### config.mk
export PLATFORM = sky130hd
export DESIGN_NAME = car_physics
export DESIGN_NICKNAME = d
export VERILOG_FILES = /design/src/rtl/car_physics_pkg.sv /design/src/rtl/car_physics_heading_lut.sv /design/src/rtl/car_physics.sv
export SDC_FILE = /design/constraint.sdc
export NUM_CORES = 1
export LEC_CHECK = 0
export ABC_CLOCK_PERIOD_IN_PS = 13180
export CORE_UTILIZATION = 54
export DETAILED_ROUTE_END_ITERATION = 10
export MAX_ROUTING_LAYER = met4
export PLACE_DENSITY_LB_ADDON = 0.2
export SYNTH_ARGS = -nofsm -noshare
export SYNTH_HDL_FRONTEND = slang
export SYNTH_HIERARCHICAL = 1
export SYNTH_SLANG_ARGS = --single-unit
### constraint.sdc
create_clock -name i_clk -period 13.18 [get_ports i_clk]
set_input_delay 3.295 -clock i_clk [delete_from_list [all_inputs] [get_ports i_clk]]
set_output_delay 3.295 -clock i_clk [all_outputs]
set_load 0.05 [all_outputs]
### src/rtl/car_physics_pkg.sv
// car_pkg: fixed-point widths, FSM state encoding and map colour indices
// shared by car_physics, heading_lut and color_decoder.
package car_pkg;

    localparam int POS_INT   = 10;
    localparam int POS_FRAC  = 4;
    localparam int POS_W     = POS_INT + POS_FRAC;
    localparam int LUT_IDX_W = 5;

    localparam logic [3:0] GRASS_IDX = 4'd2;
    localparam logic [3:0] WALL_IDX  = 4'd5;

    typedef enum logic [2:0] {
        ST_IDLE,
        ST_CTRL,
        ST_MOVE,
        ST_RD,
        ST_WAIT,
        ST_CHK
    } state_t;

endpackage

### src/rtl/car_physics_heading_lut.sv
// heading_lut: sin/cos of a heading index (15-degree steps, 0..23) as
// signed Q1.7 values, built from one quarter-wave table.
module heading_lut
    import car_pkg::*;
(
    input  logic [LUT_IDX_W-1:0] i_idx,
    output logic signed [7:0]    o_sin,
    output logic signed [7:0]    o_cos
);

    logic [LUT_IDX_W-1:0] w_cosIdx;

    function automatic logic signed [7:0] quarterSin(input logic [LUT_IDX_W-1:0] k);
        case (k)
            5'd0:    quarterSin = 8'sd0;
            5'd1:    quarterSin = 8'sd33;
            5'd2:    quarterSin = 8'sd64;
            5'd3:    quarterSin = 8'sd90;
            5'd4:    quarterSin = 8'sd110;
            5'd5:    quarterSin = 8'sd123;
            5'd6:    quarterSin = 8'sd127;
            default: quarterSin = 8'sd0;
        endcase
    endfunction

    // Fold the full circle onto the first quadrant by symmetry.
    function automatic logic signed [7:0] sinOf(input logic [LUT_IDX_W-1:0] k);
        if (k <= 5'd6)
            sinOf = quarterSin(k);
        else if (k <= 5'd12)
            sinOf = quarterSin(5'd12 - k);
        else if (k <= 5'd18)
            sinOf = -quarterSin(k - 5'd12);
        else
            sinOf = -quarterSin(5'd24 - k);
    endfunction

    assign w_cosIdx = (i_idx >= 5'd18) ? i_idx - 5'd18 : i_idx + 5'd6;
    assign o_sin    = sinOf(i_idx);
    assign o_cos    = sinOf(w_cosIdx);

endmodule

### src/rtl/car_physics.sv
// car_physics: per-player kinematics - steer, throttle, integrate, terrain check.
// Defining CAR_PHYSICS_REVERSE_EN enables a reverse gear on the brake button.
module car_physics
    import car_pkg::*;
#(
    parameter logic [9:0] X_INIT     = 10'd15,
    parameter logic [9:0] Y_INIT     = 10'd125,
    parameter logic [9:0] MAP_W      = 10'd320,
    parameter logic [9:0] MAP_H      = 10'd240,
    parameter logic [7:0] ACCEL      = 8'd2,
    parameter logic [7:0] FRICTION   = 8'd1,
    parameter logic [7:0] BRAKE      = 8'd4,
    parameter logic [7:0] MAX_SPEED  = 8'd48,
    parameter logic [8:0] STEER_STEP = 9'd15
)(
    input  logic               i_clk,
    input  logic               i_rst,
    input  logic               i_tick,
    input  logic               i_up,
    input  logic               i_down,
    input  logic               i_left,
    input  logic               i_right,
    output logic [16:0]        o_map_addr,
    output logic               o_map_rd,
    input  logic [3:0]         i_map_data,
    output logic [9:0]         o_world_x,
    output logic [9:0]         o_world_y,
    output logic [8:0]         o_degree,
    output logic signed [7:0]  o_speed,
    output logic               o_busy
);

    state_t               r_state, w_next;
    logic [POS_W-1:0]     r_posX, r_posY, r_candX, r_candY;
    logic [8:0]           r_deg;
    logic signed [7:0]    r_speed;
    logic                 r_grass;
    logic [16:0]          r_mapAddr;

    logic [8:0]           w_degNext;
    logic signed [9:0]    w_spdCur, w_cap, w_floor, w_fric, w_spdAdj;
    logic signed [7:0]    w_speedNext;
    logic [LUT_IDX_W-1:0] w_lutIdx;
    logic signed [7:0]    w_sin, w_cos;
    logic signed [15:0]   w_spdExt, w_sinExt, w_cosExt, w_prodX, w_prodY;
    logic signed [8:0]    w_dx, w_dy;
    logic signed [15:0]   w_cx, w_cy, w_xLim, w_yLim;
    logic [POS_W-1:0]     w_candX, w_candY;
    logic                 w_hit;
    logic [16:0]          w_addr;

    heading_lut u_lut (
        .i_idx (w_lutIdx),
        .o_sin (w_sin),
        .o_cos (w_cos)
    );

    always_ff @(posedge i_clk) begin
        if (i_rst)
            r_state <= ST_IDLE;
        else
            r_state <= w_next;
    end

    always_comb begin
        w_next = r_state;
        case (r_state)
            ST_IDLE: if (i_tick) w_next = ST_CTRL;
            ST_CTRL: w_next = ST_MOVE;
            ST_MOVE: w_next = ST_RD;
            ST_RD:   w_next = ST_WAIT;
            ST_WAIT: w_next = ST_CHK;
            ST_CHK:  w_next = ST_IDLE;
            default: w_next = ST_IDLE;
        endcase
    end

    always_comb begin
        o_busy   = (r_state != ST_IDLE);
        o_map_rd = (r_state == ST_RD);
    end

    // Steering only bites while the car is already rolling.
    always_comb begin
        w_degNext = r_deg;
        if (r_speed != 8'sd0 && (i_left ^ i_right)) begin
            if (i_left)
                w_degNext = (r_deg < STEER_STEP) ? r_deg + 9'd360 - STEER_STEP : r_deg - STEER_STEP;
            else
                w_degNext = (r_deg + STEER_STEP >= 9'd360) ? r_deg + STEER_STEP - 9'd360 : r_deg + STEER_STEP;
        end
    end

    assign w_spdCur = {{2{r_speed[7]}}, r_speed};
    assign w_fric   = $signed({2'b00, FRICTION});
    assign w_cap    = r_grass ? $signed({3'b000, MAX_SPEED[7:1]}) : $signed({2'b00, MAX_SPEED});
`ifdef CAR_PHYSICS_REVERSE_EN
    assign w_floor  = -$signed({3'b000, MAX_SPEED[7:1]});
`else
    assign w_floor  = '0;
`endif

    always_comb begin
        w_spdAdj = w_spdCur;
        if (i_down)
            w_spdAdj = w_spdCur - $signed({2'b00, BRAKE});
        else if (i_up)
            w_spdAdj = w_spdCur + $signed({2'b00, ACCEL});
        else if (w_spdCur > w_fric)
            w_spdAdj = w_spdCur - w_fric;
        else if (w_spdCur < -w_fric)
            w_spdAdj = w_spdCur + w_fric;
        else
            w_spdAdj = '0;
        if (w_spdAdj > w_cap)
            w_spdAdj = w_cap;
        else if (w_spdAdj < w_floor)
            w_spdAdj = w_floor;
        w_speedNext = w_spdAdj[7:0];
    end

    // Deltas are in 1/16 px; the slice of bits [15:7] is an arithmetic >>> 7.
    assign w_lutIdx = LUT_IDX_W'(r_deg / STEER_STEP);
    assign w_spdExt = {{8{r_speed[7]}}, r_speed};
    assign w_sinExt = {{8{w_sin[7]}}, w_sin};
    assign w_cosExt = {{8{w_cos[7]}}, w_cos};
    assign w_prodX  = w_spdExt * w_sinExt;
    assign w_prodY  = -(w_spdExt * w_cosExt);
    assign w_dx     = w_prodX[15:7];
    assign w_dy     = w_prodY[15:7];
    assign w_cx     = $signed({2'b00, r_posX}) + $signed({{7{w_dx[8]}}, w_dx});
    assign w_cy     = $signed({2'b00, r_posY}) + $signed({{7{w_dy[8]}}, w_dy});
    assign w_xLim   = $signed({2'b00, MAP_W, {POS_FRAC{1'b0}}});
    assign w_yLim   = $signed({2'b00, MAP_H, {POS_FRAC{1'b0}}});

    always_comb begin
        w_hit   = 1'b0;
        w_candX = w_cx[POS_W-1:0];
        w_candY = w_cy[POS_W-1:0];
        if (w_cx[15]) begin
            w_candX = '0;
            w_hit   = 1'b1;
        end else if (w_cx >= w_xLim) begin
            w_candX = {MAP_W - 10'd1, {POS_FRAC{1'b0}}};
            w_hit   = 1'b1;
        end
        if (w_cy[15]) begin
            w_candY = '0;
            w_hit   = 1'b1;
        end else if (w_cy >= w_yLim) begin
            w_candY = {MAP_H - 10'd1, {POS_FRAC{1'b0}}};
            w_hit   = 1'b1;
        end
    end

    assign w_addr = 17'(w_candY[POS_W-1:POS_FRAC]) * 17'(MAP_W) + 17'(w_candX[POS_W-1:POS_FRAC]);

    // Position only moves in CHK, so a reset mid-update never half-commits.
    always_ff @(posedge i_clk) begin
        if (i_rst) begin
            r_posX    <= {X_INIT, {POS_FRAC{1'b0}}};
            r_posY    <= {Y_INIT, {POS_FRAC{1'b0}}};
            r_candX   <= '0;
            r_candY   <= '0;
            r_deg     <= '0;
            r_speed   <= '0;
            r_grass   <= 1'b0;
            r_mapAddr <= '0;
        end else begin
            case (r_state)
                ST_CTRL: begin
                    r_deg   <= w_degNext;
                    r_speed <= w_speedNext;
                end
                ST_MOVE: begin
                    r_candX   <= w_candX;
                    r_candY   <= w_candY;
                    r_mapAddr <= w_addr;
                    if (w_hit)
                        r_speed <= '0;
                end
                ST_CHK: begin
                    if (i_map_data == WALL_IDX) begin
                        r_speed <= '0;
                    end else begin
                        r_posX  <= r_candX;
                        r_posY  <= r_candY;
                        r_grass <= (i_map_data == GRASS_IDX);
                    end
                end
                default: ;
            endcase
        end
    end

    assign o_map_addr = r_mapAddr;
    assign o_world_x  = r_posX[POS_W-1:POS_FRAC];
    assign o_world_y  = r_posY[POS_W-1:POS_FRAC];
    assign o_degree   = r_deg;
    assign o_speed    = r_speed;

endmodule

# Word level (Yosys, flattened, before mapping)
# Index checks and enable logic that the tools add are counted.
# W data, S select, Z words.
dict set report classes {
  order_cmp 15
  n_reduce_logical 8
  muxes 50
  eq_ne 58
  n_div 1
  n_bitwise 2
  n_mul 3
  addsub 25
}
# op n
set ops {}
lappend ops {{$pmux W7 S6} 8}
lappend ops {{$mux W8} 22}
lappend ops {{$eq A5 B3 Y1 const B} 24}
lappend ops {{$eq A5 B2 Y1 const B} 16}
lappend ops {{$mux W14} 4}
lappend ops {{$eq A5 B1 Y1 const B} 8}
lappend ops {{$mux W10} 4}
lappend ops {{$add A15 B9 Y16} 2}
lappend ops {{$mul A8 B8 Y16} 2}
lappend ops {{$neg A8 Y8} 4}
lappend ops {{$mux W9} 3}
lappend ops {{$pmux W8 S3} 1}
lappend ops {{$sub A9 B4 Y9 const B} 2}
lappend ops {{$add A17 B10 Y17} 1}
lappend ops {{$ge A16 B13 Y1 const B} 1}
lappend ops {{$ge A16 B14 Y1 const B} 1}
lappend ops {{$neg A16 Y16} 1}
lappend ops {{$pmux W3 S5} 1}
lappend ops {{$mul A10 B3 Y11 const B} 1}
lappend ops {{$gt A10 B7 Y1} 1}
lappend ops {{$le A5 B3 Y1 const B} 2}
lappend ops {{$le A5 B4 Y1 const B} 2}
lappend ops {{$le A5 B5 Y1 const B} 2}
lappend ops {{$lt A10 B1 Y1 const B} 1}
lappend ops {{36 further kinds} 48}
dict set report word_totals {
  wordCells 171
  ff_bits 94
  inputBits 11
  out_inout_bits 56
}

# Logic depth before layout (Yosys ltp)
# Gate-level depths: netlist (run 1).
dict set report logic_depth {
  word_depth 21
  mapped_depth 66
  ltp_nobuf 60
}

# By module
# The synthesis (run 1) kept the hierarchy.
# module seq_area_each_um2 cells_per_inst area_per_inst_um2 n_inst
set modules_own_cells {}
lappend modules_own_cells {car_physics 1761.7 1482 12052.8 1}
lappend modules_own_cells {heading_lut 0.0 304 1976.9 1}

# Worst setup path after synthesis (run 1)
# Ideal clock, no wire load.
dict set report synth_timing {
  path_kind {flip-flop to flip-flop}
  from {register r_deg[3] (netlist: o_degree[3])}
  to {register r_mapAddr[16] (netlist: o_map_addr[16])}
  path_buffers 6
  arrival_time_ns 13.908
  synth_period_minus_slack_ns 13.994
  setup_slack_ns -0.814
  setup_time_ns 0.086
  path_stages_with_launch 61
  required_ns 13.094
  path_cell_list {dfxtp_1 -> clkbuf_1 -> maj3_1 -> a22o_1 -> xor2_1 -> nand2_1 -> o21bai_1 -> a221oi_1 -> buf_2 -> inv_1 -> clkbuf_1 -> ha_1 -> buf_6 -> and2b_4 -> nor3_2 -> nor2_2 -> buf_6 -> nor3_1 -> [... 25 more ...] -> o21ai_0 -> mux2i_1 -> a211oi_1 -> o21ai_2 -> o21ai_0 -> inv_1 -> ha_1 -> ha_1 -> fa_1 -> a21o_1 -> a21oi_1 -> o21bai_1 -> a21oi_1 -> xor2_1 -> nor3_1 -> xnor2_1 -> xnor2_1 -> a211oi_1}
}
dict set report synth_between {
  elab_chain_cells 21
  word_cells_on_any_way 108
  cone_classes {16 x add/sub; 3 x mul; 1 x div; 9 x order compare; 48 x eq/ne; 31 x mux}
}
# element line
set synth_lines {}
lappend synth_lines {{from (decl)} car_physics.sv:35} ;# logic [8:0] r_deg;
lappend synth_lines {{from (signal assigned)} car_physics.sv:172} ;# r_deg <= w_degNext;
lappend synth_lines {{$div A9 B4 Y9 (*)} car_physics.sv:123} ;# assign w_lutIdx = LUT_IDX_W'(r_deg / STEER_STEP);
lappend synth_lines {{net w_lutIdx[3]} car_physics.sv:43} ;# logic [LUT_IDX_W-1:0] w_lutIdx;
lappend synth_lines {{$add A5 B3 Y5, or another cell as far along} car_physics_heading_lut.sv:38} ;# assign w_cosIdx = (i_idx >= 5'd18) ? i_idx - 5'd18 : i_idx + 5'd6;
lappend synth_lines {{$mux W5 (*)} car_physics_heading_lut.sv:38}
lappend synth_lines {{$sub A5 B5 Y5 / $sub A5 B4 Y5 (equally long branches)} {car_physics_heading_lut.sv:35, car_physics_heading_lut.sv:33}}
lappend synth_lines {{$eq A5 B3 Y1, or another cell as far along} car_physics_heading_lut.sv:14} ;# case (k)
lappend synth_lines {{$pmux W7 S6} car_physics_heading_lut.sv:14}
lappend synth_lines {{$mux W8} car_physics_heading_lut.sv:32} ;# else if (k <= 5'd18)
lappend synth_lines {{[... 6 more ...]} --}
lappend synth_lines {{net w_cos[2]} car_physics.sv:44} ;# logic signed [7:0] w_sin, w_cos;
lappend synth_lines {{[... 1 more ...]} --}
lappend synth_lines {{$neg A16 Y16 (*)} car_physics.sv:128} ;# assign w_prodY = -(w_spdExt * w_cosExt);
lappend synth_lines {{$add A15 B9 Y16 (*)} car_physics.sv:132} ;# assign w_cy = $signed({2'b00, r_posY}) + $signed({{7{w_dy[8]}}, w_dy});
lappend synth_lines {{$ge A16 B13 Y1} car_physics.sv:150} ;# end else if (w_cy >= w_yLim) begin
lappend synth_lines {{$mux W14} car_physics.sv:150}
lappend synth_lines {{$mux W14 (*)} car_physics.sv:147} ;# if (w_cy[15]) begin
lappend synth_lines {{net w_candY[5]} car_physics.sv:48} ;# logic [POS_W-1:0] w_candX, w_candY;
lappend synth_lines {{$mul A10 B3 Y11 (*)} car_physics.sv:156} ;# assign w_addr = 17'(w_candY[POS_W-1:POS_FRAC]) * 17'(MAP_W) + 17'(w_candX[POS_W-1:POS_FRAC]);
lappend synth_lines {{$add A17 B10 Y17 (*)} car_physics.sv:156}
lappend synth_lines {{to (signal assigned)} car_physics.sv:178} ;# r_mapAddr <= w_addr;
lappend synth_lines {{to (decl)} car_physics.sv:38} ;# logic [16:0] r_mapAddr;
# Mark *: on every way through the listed nets, which the timed path passes. The rest lies on a longest branch. The select of a mux whose other input is x is not followed.
# A chain may end at the register's enable or synchronous reset.

# Worst setup path in the final report (run 1)
dict set report layout_timing {
  from {register r_deg[4] (netlist: o_degree[4])}
  to {register r_mapAddr[16] (netlist: o_map_addr[16])}
}
dict set report layout_between {
  word_cells_on_any_way 108
  cone_classes {16 x add/sub; 3 x mul; 1 x div; 9 x order compare; 48 x eq/ne; 31 x mux}
}
# element line
set layout_rtl {}
lappend layout_rtl {{$div A9 B4 Y9 (*)} car_physics.sv:123}
lappend layout_rtl {{net w_lutIdx[3]} car_physics.sv:43}
lappend layout_rtl {{$sub A5 B5 Y5 / $sub A5 B4 Y5 (equally long branches)} {car_physics_heading_lut.sv:35, car_physics_heading_lut.sv:33}}
lappend layout_rtl {{$eq A5 B3 Y1, or another cell as far along} car_physics_heading_lut.sv:14}
lappend layout_rtl {{$pmux W7 S6} car_physics_heading_lut.sv:14}
lappend layout_rtl {{$mux W8} car_physics_heading_lut.sv:32}
lappend layout_rtl {{$mux W8} car_physics_heading_lut.sv:30} ;# else if (k <= 5'd12)
lappend layout_rtl {{$mux W8} car_physics_heading_lut.sv:28} ;# if (k <= 5'd6)
lappend layout_rtl {{[... 4 more ...]} --}
lappend layout_rtl {{net w_sin[4]} car_physics.sv:44}
lappend layout_rtl {{$mul A8 B8 Y16 (*)} car_physics.sv:127} ;# assign w_prodX = w_spdExt * w_sinExt;
lappend layout_rtl {{$add A15 B9 Y16 (*)} car_physics.sv:131} ;# assign w_cx = $signed({2'b00, r_posX}) + $signed({{7{w_dx[8]}}, w_dx});
lappend layout_rtl {{$ge A16 B14 Y1} car_physics.sv:143} ;# end else if (w_cx >= w_xLim) begin
lappend layout_rtl {{$mux W14} car_physics.sv:143}
lappend layout_rtl {{$mux W14 (*)} car_physics.sv:140} ;# if (w_cx[15]) begin
lappend layout_rtl {{net w_candX[10]} car_physics.sv:48}
lappend layout_rtl {{$add A17 B10 Y17 (*)} car_physics.sv:156}
# Marked as above.

==> results of run 1 <==
[cell usage after synthesis (all sizes together), types with 13 or more instances]
| master | count |
|---|---|
| a211oi | 26 |
| a21o | 20 |
| a21oi | 112 |
| a31oi | 14 |
| and2 | 81 |
| and3 | 13 |
| buf | 54 |
| clkbuf | 66 |
| dfxtp | 88 |
| fa | 106 |
| ha | 147 |
| inv | 142 |
| mux2i | 13 |
| nand2 | 233 |
| nand2b | 25 |
| nand3 | 33 |
| nand3b | 22 |
| nor2 | 122 |
| nor2b | 26 |
| nor3 | 36 |
| o21a | 18 |
| o21ai | 86 |
| or3 | 13 |
| xnor2 | 62 |
| xor2 | 28 |
[cell type report]
type,count,area (sq um)
tap,330,412.9
clock buffer,10,229.0
multi-input combinational,1435,11610
clock inverter,6,52.55
fill,2251,9378
timing repair buffer,154,1328
inverter,145,551.8
sequential,88,1768
[worst max-delay path by stage]
stage / endpoint / slack (ps) / cells after the start
finish: o_map_addr[16] / 550 / 52
global route: o_map_addr[16] / -90 / 61
detailed placement: o_map_addr[16] / -260 / 56
global placement: o_map_addr[16] / 30 / 58
CTS: o_map_addr[16] / 1 / 58
floorplan: o_map_addr[16] / 0.8 / 63
[cells by family after synthesis]
family / count (synthesis)
flip-flops: 88
adder cells (fa/ha/maj): 256
multiplexers: 16
AND/OR/NAND/NOR: 655
AO/OA/AOI/OAI: 415
other: 1
buffers and inverters: 265
XOR/XNOR: 90
[layer usage]
| metal | vias to the layer above | share of wire, % |
|---|---|---|
| li1 | 6234 | - |
| met1 | 6071 | 47 |
| met2 | 432 | 46 |
| met3 | 66 | 5.8 |
| met4 | 0 | 1.7 |
| met5 | - | 0 |
[layout by cell type, fill, tap and decap left out, drive strengths merged, types with 33 or more instances in the layout]
cell type,count
buf,89
and2,81
fa,106
xnor2,62
ha,147
clkdlybuf4s50,65
nand2,233
a21oi,112
nand3,33
inv,145
nor3,36
dfxtp,88
o21ai,86
nor2,122
[power by group through the flow]
stage	sequential, uW	combinational, uW	clock (uW)
global route	298	2220	262
detailed placement	301	1680	0
floorplan	325	1360	0
CTS	295	1740	253
finish	296	2000	248
global placement	301	1670	0
[worst reg2reg max path: cells and delay by family (launching register included)]
family	cells	cell delay [ps]
xor+xnor	3	430
compound gates	16	3840
simple gates	19	3260
flops	1	390
fa+ha+maj	11	4290
buf+inv	3	270
[registers in the layout, indices dropped and copies added (netlist names)]
name and flops:
r_candX 14, r_candY 14, r_posX 14, r_posY 14, o_map_addr 11, o_degree 9, o_speed 8, r_state 3
r_grass 1
[repair_timing]
item	in CTS	in global routing
setup endpoints to repair	3	6
gates resized for setup	11	94
pin swaps	2	57
buffers inserted	2	19
[through the flow]
stage	hold slack (ps)	std cells	power, uW
2_1_floorplan	424.9	1788	1680
3_3_place_gp	434.9	2131	1974
3_5_place_dp	443.0	2131	1984
4_1_cts	453.8	2149	2286
5_1_grt	462.8	2168	2782
6_report	451.9	2168	2545
==> metrics.md, run 1 <==
| Metric | Value |
|---|---|
| Status | completed |
| Pleak | 0.006691 uW |
| Post-Syn Area per Cell | 7.855 sq um |
| Fin util | 62.97% |
| Crit path top cell by count | fa_1 |
| IO Pins | 67 |
| Global-route wire length before repair | 59,910 um |
| Syn-to-layout area delta | 13.68% |
| Reg2Reg Setup Slack | 550 ps |
| Final setup fails | 0 |
| Initial antenna violation count | 0 |
| Min-Delay Path Class | reg2reg |
| Row count | 58 |
| Yosys top cell area share | 15.13% |
| Num CTS Buffers | 9 |
| Sequential-to-total area share from yosys stat | 12.56% |
| Clock share of power | 9.7% |
| Peak VDD IR | 466.2 uV |
| Ys flop type | dfxtp_1 |
| Critical path type | reg2reg |
| Worst hold stages | 2 |
| Sw Ratio | 48.88% |
| Setup WS post-layout | 554.6 ps |
| Post-synth EDFFs | 0 |
| Cell Area, Synth | 0.01403 sq mm |
| DRT antenna net count | 0 |
| 1st-pass router iterations | 6 |
| Post-cts hold buffer count | 0 |
| Sequential cell fraction of total power | 11.6% |
| CP startpoint kind | flop |
| Final Hold Fails | 0 |
| Met3 GRT Util | 2.184% |
| Clk buf depth | 2 |
| Via/cell ratio | 5.905 |
| Pre-CTS setup slack | -263.6 ps |
| Sum Neg Setup Slack | 0 ps |
| CTS tree | yes |
| Required time of the critical path | 13,390 ps |
| DIE AREA | 0.02663 sq mm |
| Psw | 1244 uW |
| R2r endpoint | o_map_addr[16] |
| Max Transition Viols Final | 0 |
| MaxCap Viol Count | 0 |
| CP max FO | 9 |
| Ys Warns | 6 |
| Fin crit share | 95.79% |
| Setup crit start | o_degree[4] |
| Critical path endpoint category | flop |
| Worst-case reg-to-reg path depth | 52 |
| Die W | 163.2 um |
| Final Cell Area | 0.01595 sq mm |
| Synth Area in Compound Gates | 20.52% |
| Largest net degree at the start of global routing | 68 |
| Crit path max-delay family | adder cells |
| Core area | 0.02533 sq mm |
| Yosys reg bits | 88 |
| Clk_skew | 8.122 ps |
| Top post-synthesis cells by area | fa_1, ha_1, dfxtp_1, nand2_1, a21oi_1 |
| Vias post-DR | 12,800 |
| Placer Congestion | 0.9324 |
| Worst Hold Path EP | r_posX[1] |
| Count of inserted antenna diode cells | 0 |
| Post-synthesis adder-cell area fraction | 28.45% |
| Gr usage total | 28.10% |
| Power per cell area | 159.6 mW/mm^2 |
| Crit-path slowest cell | fa_1 |
| Post-DP HPWL | 27,020 um |
| Synth unique cells | 109 |
| Largest family of logic cells by synthesized area | adder cells |
| Peak Freq | 0.07921 GHz |
| Clock Tree Root | clkbuf_16 |
| Initial Utilization | 55.39% |
| Critical Path AT | 12,830 ps |
| Met1 track demand over resource | 39.51% |
| Post-synthesis async set-or-reset flop share | 0% |
| Buf/Inv on CP | 3 |
| Crit path largest cell delay | 540 ps |
| Final Critical Period | 12,630 ps |
| Vias in the first global route | 12,050 |
| Grt met2 use | 44.14% |
| Final WL | 36,070 um |
| Max-slew headroom | 25.77% |
| CTS H-tree depth | 3 |
| Layout cells sized above 1 | 12.79% |
| Post-Synth Simple-Gate Area | 23.53% |
| Clk sinks | 88 |
| Worst-margin pin slew | 1102 ps |
| Internal power | 1301 uW |
| Worst R2R Start | o_degree[4] |
| Port bufs | 66 |
| Hold_sp | r_candX[1] |
| Clock-pin transition on the worst setup and hold timing paths | 70 ps |
| Comb power frac | 78.6% |
| Layer with the highest usage | met2 |
| WL per Instance | 16.64 um |
| Die height | 163.2 um |
| Iteration-0 DRC Markers | 822 |
| Final net count | 2,097 |
| Post-synthesis mux area share | 1.168% |
| Synth Area in XOR/XNOR | 5.618% |
| Drt drc | 0 |
| Clock latency on the worst-skew pair | 350 ps |
| Grt total ovfl | 0 |
| Post-Synthesis Cells | 1,786 |
| Area post-placement | 0.01505 sq mm |
| Area leader, netlist | fa_1 |
Power figures use the tool's default switching activity.
==> inputs of run 2 (changes only) <==
- PLACE_DENSITY: unset -> 0.71
- PLACE_DENSITY_LB_ADDON: 0.2 -> unset
==> run 2 against run 1 <==
Flip-flop and latch count unchanged. Wire length increased by 2.9%. Core utilization increased by 0.85 points. Worst setup slack got worse by 140 ps. Non-clock buffer count increased by 7. Global-route usage increased by 0.67 points. Cell count increased by 0.32%. Fmax decreased by 1.1%. Power increased by 4.7%. Critical path depth increased by 5. First-iteration DRC count increased by 11%. Highest routed layer unchanged.
==> metrics.md, run 2 (synthesis gave the netlist of run 1 again) <==
| Metric | Value |
|---|---|
| Post-cts hold buffer count | 0 |
| Max-slew headroom | 24.43% |
| Clock-pin transition on the worst setup and hold timing paths | 70 ps |
| MaxCap Viol Count | 0 |
| Layout cells sized above 1 | 13.50% |
| Crit path largest cell delay | 550 ps |
| Final net count | 2,104 |
| Status | completed |
| CTS tree | yes |
| Pre-CTS setup slack | -279.5 ps |
| Clock Tree Root | clkbuf_16 |
| Critical path type | reg2reg |
| Core area | 0.02533 sq mm |
| Final setup fails | 0 |
| Die height | 163.2 um |
| Vias in the first global route | 12,430 |
| Multi-input logic area | 0.01164 sq mm |
| 1st-pass router iterations | 5 |
| Clock latency on the worst-skew pair | 350 ps |
| Commonest non-fill, non-tap cell in the layout | nand2_1 |
| Clock share of power | 12.0% |
| Sum Neg Setup Slack | 0 ps |
| Peak VDD IR | 437.3 uV |
| Peak Freq | 0.07835 GHz |
| Final Hold Fails | 0 |
| Min-Delay Path Class | reg2reg |
| Crit-path slowest cell | fa_1 |
| Fin crit share | 96.83% |
| WHS | 452.6 ps |
| Post-DP HPWL | 27,290 um |
| Die W | 163.2 um |
| IO Pins | 67 |
| Syn-to-layout area delta | 15.21% |
| Vias post-DR | 12,910 |
| Sequential Area | 0.001770 sq mm |
| Psw | 1251 uW |
| Final WL | 37,120 um |
| Sequential cell fraction of total power | 11.1% |
| Critical path endpoint category | flop |
| WL per Instance | 17.07 um |
| Iteration-0 DRC Markers | 910 |
| Max Transition Viols Final | 0 |
| Final Critical Period | 12,760 ps |
| Most frequent cells in the layout | nand2_1, inv_1, ha_1, nor2_1, a21oi_1 |
| Row count | 58 |
| CP max FO | 8 |
| Placer Congestion | 0.9614 |
| Clk buf depth | 2 |
| Comb power frac | 76.9% |
| Initial antenna violation count | 0 |
| Drt drc | 0 |
| Largest net degree at the start of global routing | 68 |
| Port bufs | 66 |
| Initial Utilization | 55.39% |
| DRT antenna net count | 0 |
| Fillcell total | 2,150 |
| Worst-margin pin slew | 1122 ps |
| CP startpoint kind | flop |
| Required time of the critical path | 13,440 ps |
| Pleak | 0.006798 uW |
| Via/cell ratio | 5.936 |
| Critical Path AT | 13,020 ps |
| Internal power | 1413 uW |
| Num CTS Buffers | 9 |
| Power per cell area | 164.8 mW/mm^2 |
| Clk_skew | 8.985 ps |
| Gr usage total | 28.77% |
| Sw Ratio | 46.95% |
| Global-route wire length before repair | 61,110 um |
| CTS H-tree depth | 3 |
| Clk sinks | 88 |
| DIE AREA | 0.02663 sq mm |
| Grt total ovfl | 0 |
| Setup WS post-layout | 417.3 ps |
[run 2: changes by cell type in the layout (fill, tap and decap cells not counted), sizes merged]
cell | previous run | this run
buf | 89 | 95
diode | 0 | 1
clkinv | 4 | 3
clkinvlp | 2 | 1
clkbuf | 10 | 9
inv | 145 | 143
dlymetal6s2s | 0 | 1
bufinv | 0 | 4
[run 2: critical path, delay by kind of cell, from the launching register on]
| kind | cells | cell delay [ps] |
|---|---|---|
| compound gates | 20 | 3950 |
| buf+inv | 8 | 1040 |
| simple gates | 13 | 2170 |
| xor+xnor | 4 | 770 |
| flops | 1 | 380 |
| fa+ha+maj | 12 | 4380 |
[run 2: per-stage QoR]
| stage | total power, uW | area [sq um] | utilization [%] | std cells |
|---|---|---|---|---|
| after floorplan | 1680 | 14080 | - | 1788 |
| after global placement | 1979 | 15040 | 59.38 | 2129 |
| after detailed placement | 1992 | 15040 | 59.38 | 2129 |
| after CTS | 2357 | 15470 | 61.10 | 2147 |
| after global routing | 2899 | 16160 | 63.81 | 2174 |
| final | 2664 | 16160 | 63.82 | 2175 |
[run 2: path summary, 6_finish.rpt]
kind	from	endpoint	slack (ps)	depth (start not counted)
worst max-delay path	o_degree[3]	o_map_addr[16]	420	57
worst min-delay path	r_candY[13]	r_posY[13]	450	2
worst max register to register	o_degree[3]	o_map_addr[16]	420	57
worst min register to register	r_candY[13]	r_posY[13]	450	2
[run 2: final cells by class]
type	count	share of cell area [%]
multi-input cells	1435	71.99
clock buffers	9	1.393
diodes	1	0.01548
inverters	145	3.437
clock inverters	6	0.8669
repair buffers	161	8.793
flip-flops and latches	88	10.95
well taps	330	2.554
[run 2: repair_timing]
action,CTS,global route
gates resized for setup,13,106
pin swaps,4,49
buffers inserted,3,27
setup endpoints to repair,2,8
[run 2: layer usage]
| metal | routed length [um] | up-vias | global-route usage, % |
|---|---|---|---|
| met5 | 0 | - | - |
| met4 | 858 | 0 | 8.284 |
| met3 | 1978 | 66 | 2.768 |
| met2 | 17420 | 402 | 45.36 |
| met1 | 16870 | 6199 | 39.06 |
| li1 | - | 6243 | - |
[run 2: power by group through the flow]
stage	combinational, uW	clock (uW)	sequential [uW]
6_report	2050	320	295
5_1_grt	2270	335	297
4_1_cts	1740	324	295
3_5_place_dp	1690	0	301
3_3_place_gp	1680	0	301
2_1_floorplan	1360	0	325
